===== config.mk =====
export PLATFORM = sky130hd
export DESIGN_NAME = pulse_gen_multi
export DESIGN_NICKNAME = d
export VERILOG_FILES = /design/src/rtl/pulse_gen_pkg.sv /design/src/rtl/pulse_chan.sv /design/src/rtl/pulse_gen_multi.sv
export SDC_FILE = /design/constraint.sdc
export NUM_CORES = 1
export LEC_CHECK = 0
export ABC_CLOCK_PERIOD_IN_PS = 1770
export CAP_MARGIN = 10
export CORE_UTILIZATION = 46
export DETAILED_ROUTE_END_ITERATION = 12
export GPL_TIMING_DRIVEN = 0
export PLACE_DENSITY = 0.83
export SLEW_MARGIN = 20
export SYNTH_ARGS = -nofsm -noshare
export SYNTH_HDL_FRONTEND = slang
export SYNTH_SLANG_ARGS = --single-unit
export TNS_END_PERCENT = 20

===== constraint.sdc =====
create_clock -name clk -period 1.77 [get_ports clk]
set_clock_uncertainty 0.2 [all_clocks]
set_input_delay 0.4425 -clock clk [delete_from_list [all_inputs] [get_ports clk]]
set_output_delay 0.4425 -clock clk [all_outputs]
set_load 0.01 [all_outputs]

===== src/rtl/pulse_gen_pkg.sv =====
// Shared encodings for the multi-channel edge-to-pulse generator.
//   mode_e  : per-channel edge select (rising, falling, both, disabled)
//   state_e : per-channel pulse FSM state
package pulse_gen_pkg;

    typedef enum logic [1:0] {
        MODE_RISE = 2'b00,
        MODE_FALL = 2'b01,
        MODE_BOTH = 2'b10,
        MODE_OFF  = 2'b11
    } mode_e;

    typedef enum logic {
        ST_IDLE  = 1'b0,
        ST_PULSE = 1'b1
    } state_e;

endpackage


===== src/rtl/pulse_chan.sv =====
// One channel of the pulse generator: input synchronizer, edge detector,
// IDLE/PULSE FSM with length counter, and sticky overrun flag.
// Ports:
//   clk, rst      : system clock, synchronous active-high reset
//   in_i          : asynchronous level input
//   mode_i        : edge select (see pulse_gen_pkg::mode_e)
//   clr_ovr_i     : overrun clear strobe
//   pulse_o       : registered pulse, PULSE_LEN cycles per accepted edge
//   overrun_o     : registered sticky overrun flag
module pulse_chan #(
    parameter int unsigned PULSE_LEN   = 1,
    parameter int unsigned SYNC_STAGES = 2
) (
    input  logic       clk,
    input  logic       rst,
    input  logic       in_i,
    input  logic [1:0] mode_i,
    input  logic       clr_ovr_i,
    output logic       pulse_o,
    output logic       overrun_o
);
    import pulse_gen_pkg::*;

    localparam int unsigned    CNT_W    = $clog2(PULSE_LEN + 1);
    localparam logic [CNT_W-1:0] CNT_LOAD = CNT_W'(PULSE_LEN - 1);

    logic             s;
    logic             p_q;
    logic             edge_hit;
    state_e           state_q, state_d;
    logic [CNT_W-1:0] cnt_q, cnt_d;
    logic             ovr_q, ovr_d;
    logic             pulse_q, pulse_d;

    // Input synchronizer; zero stages feeds the input straight through.
    generate
        if (SYNC_STAGES == 0) begin : g_nosync
            assign s = in_i;
        end else begin : g_sync
            logic [SYNC_STAGES-1:0] sync_q;
            always_ff @(posedge clk) begin
                if (rst) begin
                    sync_q <= '0;
                end else begin
                    sync_q[0] <= in_i;
                    for (int k = 1; k < int'(SYNC_STAGES); k++) begin
                        sync_q[k] <= sync_q[k-1];
                    end
                end
            end
            assign s = sync_q[SYNC_STAGES-1];
        end
    endgenerate

    // Edge qualification uses the mode present in the current cycle.
    always_comb begin
        edge_hit = 1'b0;
        case (mode_i)
            MODE_RISE: edge_hit = s & ~p_q;
            MODE_FALL: edge_hit = ~s & p_q;
            MODE_BOTH: edge_hit = s ^ p_q;
            default:   edge_hit = 1'b0;
        endcase
    end

    // State, counter and flag registers; p tracks s even while pulsing.
    always_ff @(posedge clk) begin
        if (rst) begin
            p_q     <= 1'b0;
            state_q <= ST_IDLE;
            cnt_q   <= '0;
            ovr_q   <= 1'b0;
            pulse_q <= 1'b0;
        end else begin
            p_q     <= s;
            state_q <= state_d;
            cnt_q   <= cnt_d;
            ovr_q   <= ovr_d;
            pulse_q <= pulse_d;
        end
    end

    // Next-state: edges in PULSE (including the last cycle) only flag overrun.
    always_comb begin
        state_d = state_q;
        cnt_d   = cnt_q;
        ovr_d   = ovr_q;
        pulse_d = 1'b0;
        case (state_q)
            ST_IDLE: begin
                if (edge_hit) begin
                    state_d = ST_PULSE;
                    cnt_d   = CNT_LOAD;
                end
            end
            ST_PULSE: begin
                if (cnt_q == '0) begin
                    state_d = ST_IDLE;
                end else begin
                    cnt_d = cnt_q - CNT_W'(1);
                end
            end
            default: state_d = ST_IDLE;
        endcase
        // Set beats a simultaneous clear.
        if (edge_hit && (state_q == ST_PULSE)) begin
            ovr_d = 1'b1;
        end else if (clr_ovr_i) begin
            ovr_d = 1'b0;
        end
        pulse_d = (state_d == ST_PULSE);
    end

    assign pulse_o   = pulse_q;
    assign overrun_o = ovr_q;

endmodule


===== src/rtl/pulse_gen_multi.sv =====
// Multi-channel edge-to-pulse generator: CHANNELS independent pulse_chan
// instances plus a combinational OR of their pulses.
// Ports:
//   clk, rst  : system clock, synchronous active-high reset
//   in        : per-channel level inputs
//   mode      : per-channel edge select, channel i at [2i+1:2i]
//   clr_ovr   : per-channel overrun clear strobes
//   pulse     : per-channel registered pulses
//   overrun   : per-channel registered sticky overrun flags
//   any_pulse : OR of all pulse bits (combinational)
module pulse_gen_multi #(
    parameter int unsigned CHANNELS    = 4,
    parameter int unsigned PULSE_LEN   = 1,
    parameter int unsigned SYNC_STAGES = 2
) (
    input  logic                  clk,
    input  logic                  rst,
    input  logic [CHANNELS-1:0]   in,
    input  logic [2*CHANNELS-1:0] mode,
    input  logic [CHANNELS-1:0]   clr_ovr,
    output logic [CHANNELS-1:0]   pulse,
    output logic [CHANNELS-1:0]   overrun,
    output logic                  any_pulse
);
    import pulse_gen_pkg::*;

    generate
        for (genvar i = 0; i < int'(CHANNELS); i++) begin : g_chan
            pulse_chan #(
                .PULSE_LEN   (PULSE_LEN),
                .SYNC_STAGES (SYNC_STAGES)
            ) u_chan (
                .clk       (clk),
                .rst       (rst),
                .in_i      (in[i]),
                .mode_i    (mode[2*i +: 2]),
                .clr_ovr_i (clr_ovr[i]),
                .pulse_o   (pulse[i]),
                .overrun_o (overrun[i])
            );
        end
    endgenerate

    assign any_pulse = |pulse;

endmodule


Yosys cells after proc, flatten, opt, wreduce, memory -nomap -nowiden
Cells that the tools add are included.

Register bits after elaboration: 24. Input bits: 18. Word-level logic and storage cells: 109.

$add $sub $neg: 4. Equality and inequality tests: 12. Muxes and demuxes: 36. Bitwise gates (word level): 24. Reductions and logical operators: 13.

Operators with widths (number): 2-to-1 mux 1 bit (24); one-hot mux 1 bit (2 select lines) (8); NOT 1 bit (12); one-hot mux 1 bit (3 select lines) (4); AND 1 bit (8); == test 2 x 1 -> 1 bit (second input constant) (4); == test 2 bit (second input constant) (4); logical NOT 2 bit (4); inequality test 2 x 1 -> 1 bit (second input constant) (4); nonzero test 2 bit (4); logical AND 1 bit (4); OR reduction 4 bit (1); subtractor 1 bit (second input constant) (4); XOR 1 bit (4).

Logic depth before layout (Yosys ltp)
Depth after elaboration: 5. Depth in mapped cells: 5. Depth with buffers taken out: 5.

Cells and area by module
A second synthesis with hierarchy kept.

Cell total of the unflattened synthesis: 77. Area total of the unflattened synthesis: 818.3 um^2.

Modules (own cells, without submodules): pulse_chan (instances 4, cells each 19, area an instance 202.7 um^2); pulse_gen_multi (instances 1, cells each 1, area an instance 7.5 um^2).

Worst setup path before layout
OpenSTA, ideal clock, no wires.

Kind: register -> output. From: register g_chan[0].u_chan.state_q (netlist name). To: output port any_pulse. Arrival: 0.891 ns. Required time: 1.127 ns. Setup slack: 0.236 ns. Stages on the path, launching flop included: 2. Path through: dfxtp_1 or4_1.

RTL lines: end, declared (line pulse_gen_multi.sv:23) `output logic any_pulse`.

==> summary.md <==
| Metric | Value |
|---|---|
| Die height | `47.4 µm` |
| Outcome | `finished, violations left` |
| Arr. time, crit path | `1.31 ns` |
| Routed WL | `1850 µm` |
| Final setup viols | `1` |
| Ant. Diodes | `0` |
| First-pass GRT wire length | `2650 µm` |
| MaxCap Viol Count | `0` |
| Average cell area after synthesis | `9.59 µm²` |
| Detailed Place HPWL | `1350 µm` |
| Reg-to-reg startpoint | `g_chan[1].u_chan.g_sync.sync_q[1]$_SDFF_PP0_` |
| Critical path cell sequence | `or4_4 -> buf_6` |
| Fin Setup TNS | `-0.180 ns` |
| Min cycle time layout | `1.95 ns` |
| PwrDens | `672 nW/µm²` |
| R2R setup slack | `0.16 ns` |
| Port Buffers | `25` |
| Failing checks | `negative setup slack` |
| WP data required | `1.13 ns` |
| Initial antenna violation count | `0` |
| Dpl cells | `151` |
| Initial DRC count | `14` |
| Die Wd | `47.4 µm` |
| Syn-to-layout area delta | `36.5%` |
| Synthesized area | `950 µm²` |
| R2R depth | `5` |
| Total GRT Usage | `17.3%` |
| Leak | `0.000539 µW` |
| Crit Path Class | `reg2out` |
| Final Non-Filler Cells | `159` |
| CP startpoint kind | `register` |
| CTS max path bufs | `2` |
| Worst Tran Pin Value | `0.512 ns` |
| Initial Utilization | `48.9%` |
| GP Congestion | `0.765` |
| Worst-Skew Late Latency | `0.29 ns` |
| GR Overflow Total | `0` |
| Max stage delay on crit path | `0.53 ns` |
| Layout Nets | `159` |
| Vias in the first global route | `701` |
| CP max stage cell | `or4_4` |
| 1st-pass router iterations | `4` |
| Core Area | `1940 µm²` |
| CTS buffer count | `3` |
| FMAX | `0.513 GHz` |
| DR WL/cell | `11.7 µm` |
| Number of distinct library cells after synthesis | `19` |
| WHS Path Cells | `1` |
| Hold Fails Final Rpt | `0` |
| Synth warnings | `0` |
| Clk slew on worst S/H paths | `0.11 ns` |
| Crit path capture type | `output pin` |
| Register bit total from synthesis | `20` |
| Die area | `2250 µm²` |
| Root Driver | `clkbuf_4` |
| Fin crit share | `110%` |
| Final ANT Viol Nets | `0` |
| Syn Nets | `125` |
| IO Pins | `27` |
| RSZ-0062 raised after global routing | `true` |
| Site Rows | `16` |
| Max-slew headroom | `65.9%` |
| Crit path max fanout | `3` |
| TritonCTS clock tree | `yes` |
| Worst hold path type | `reg2reg` |
| CTS Hold Bufs | `0` |
| DRC violations left | `0` |
| Reg2reg end | `g_chan[1].u_chan.state_q$_SDFF_PP0_` |
| Vias per cell | `5.01` |
| Layout cells sized above 1 | `26.5%` |
| DR vias | `796` |
| Mapped Cells | `99` |
| Final worst-path setup slack | `-0.180 ns` |
| Max VDD drop | `528 µV` |
| Final design utilization | `66.8%` |
| CTS H-tree lvls | `1` |
| Largest net degree at the start of global routing | `12` |
| Clk sinks | `20` |
| Worst Hold End | `g_chan[2].u_chan.g_sync.sync_q[1]$_SDFF_PP0_` |
| Register area share after synthesis | `42.2%` |
| Hold Crit Start | `g_chan[2].u_chan.g_sync.sync_q[0]$_SDFF_PP0_` |
| Final Max Tran Viols | `0` |
==> critical path: cells and delay by family (launching register included) <==
kind                   cells  cell delay, ns
AND/OR/NAND/NOR            1            0.53
flip-flops                 1            0.34
buffers and inverters      1            0.14
==> per-stage QoR <==
stage / hold slack (ns) / power, µW / setup slack [ns] / area, µm²
2_1_floorplan: 0.214 / 543 / 0.236 / 950
3_3_place_gp: 0.217 / 607 / -0.218 / 1230
3_5_place_dp: 0.230 / 613 / -0.259 / 1230
4_1_cts: 0.251 / 875 / -0.212 / 1290
5_1_grt: 0.269 / 911 / -0.217 / 1300
6_report: 0.249 / 871 / -0.180 / 1300
==> layout by cell type, fill, tap and decap left out <==
cell type        count
a2111oi_2            3
a31oi_1              5
and2b_1              3
and3b_1              1
buf_4               20
buf_6                1
clkbuf_1             2
clkbuf_4             3
clkbuf_8             1
clkdlybuf4s50_1     16
dfxtp_1             15
dfxtp_2              3
dfxtp_4              2
ha_1                 8
inv_1                9
nand2_1              1
nand2b_1             7
nand4_1              1
nand4b_1             4
nor2_1               4
nor2b_1             14
nor3_1               4
o21ai_0              3
or2_2                1
or4_4                1
==> layout make-up <==
type                    instances  area, µm²
fillers                       170        646
inverters                       9       33.8
flip-flops and latches         20        412
plain buffers                  10       67.6
repair buffers                 29        262
well taps                      27       33.8
multi-input cells              60        452
clock buffers                   4       36.3
==> cell families after synthesis <==
group           Yosys count  share of synthesized area, %
compound gates           11                          9.62
fa+ha+maj                 8                          10.5
buf+inv                  19                          10.7
flops                    20                          42.2
simple gates             41                          27.0
==> synthesized netlist by cell type, drive strengths merged <==
library cell	count	share of area, %
ha	8	11
nand4	1	0.66
o21ai	3	1.6
a2111oi	3	4.7
nand2	1	0.39
or2	1	0.66
clkbuf	2	0.79
and2b	3	2.4
buf	8	6.3
nand4b	4	3.7
nor2b	14	9.2
or4	1	0.79
inv	9	3.6
and3b	1	0.92
nor2	4	1.6
nor3	4	2.1
a31oi	5	3.3
dfxtp	20	42
nand2b	7	4.6
==> state kept, by name, summed over array words and instances (netlist names) <==
signal                       flops
g_chan.u_chan.p_q                4
g_chan.u_chan.overrun_o          4
g_chan.u_chan.state_q            4
g_chan.u_chan.g_sync.sync_q      8
==> what timing repair did <==
item / 4_1_cts / 5_1_grt
setup endpoints to repair: 9 / 1
setup buffers: 4 / 0
resized for setup: 19 / 2
cloned: 0 / 0
pin swaps: 1 / 0
==> how the worst max path moves through the flow <==
stage	from	end	slack [ns]	cells after the start
floorplan	g_chan[0].u_chan.state_q$_SDFF_PP0_	any_pulse	0.24	1
global placement	g_chan[0].u_chan.state_q$_SDFF_PP0_	any_pulse	-0.22	2
detailed placement	g_chan[0].u_chan.state_q$_SDFF_PP0_	any_pulse	-0.26	2
CTS	g_chan[2].u_chan.state_q$_SDFF_PP0_	any_pulse	-0.21	2
global route	g_chan[2].u_chan.state_q$_SDFF_PP0_	any_pulse	-0.22	2
finish	g_chan[2].u_chan.state_q$_SDFF_PP0_	any_pulse	-0.18	2
==> power breakdown <==
part / switching [µW] / internal [µW] / total (µW)
Clock: 135 / 125 / 260
Sequential: 9.27 / 466 / 475
Combinational: 50.8 / 84.9 / 136
Total: 195 / 676 / 871
==> routing by layer <==
layer	vias up	GRT usage (%)	part of all wire (%)
li1	392	-	-
met1	358	17.8	38
met2	38	32.3	54
met3	8	3.02	6.4
met4	0	10.3	2.3
met5	-	0	0
Note: power is estimated with default switching activity, not from simulation.
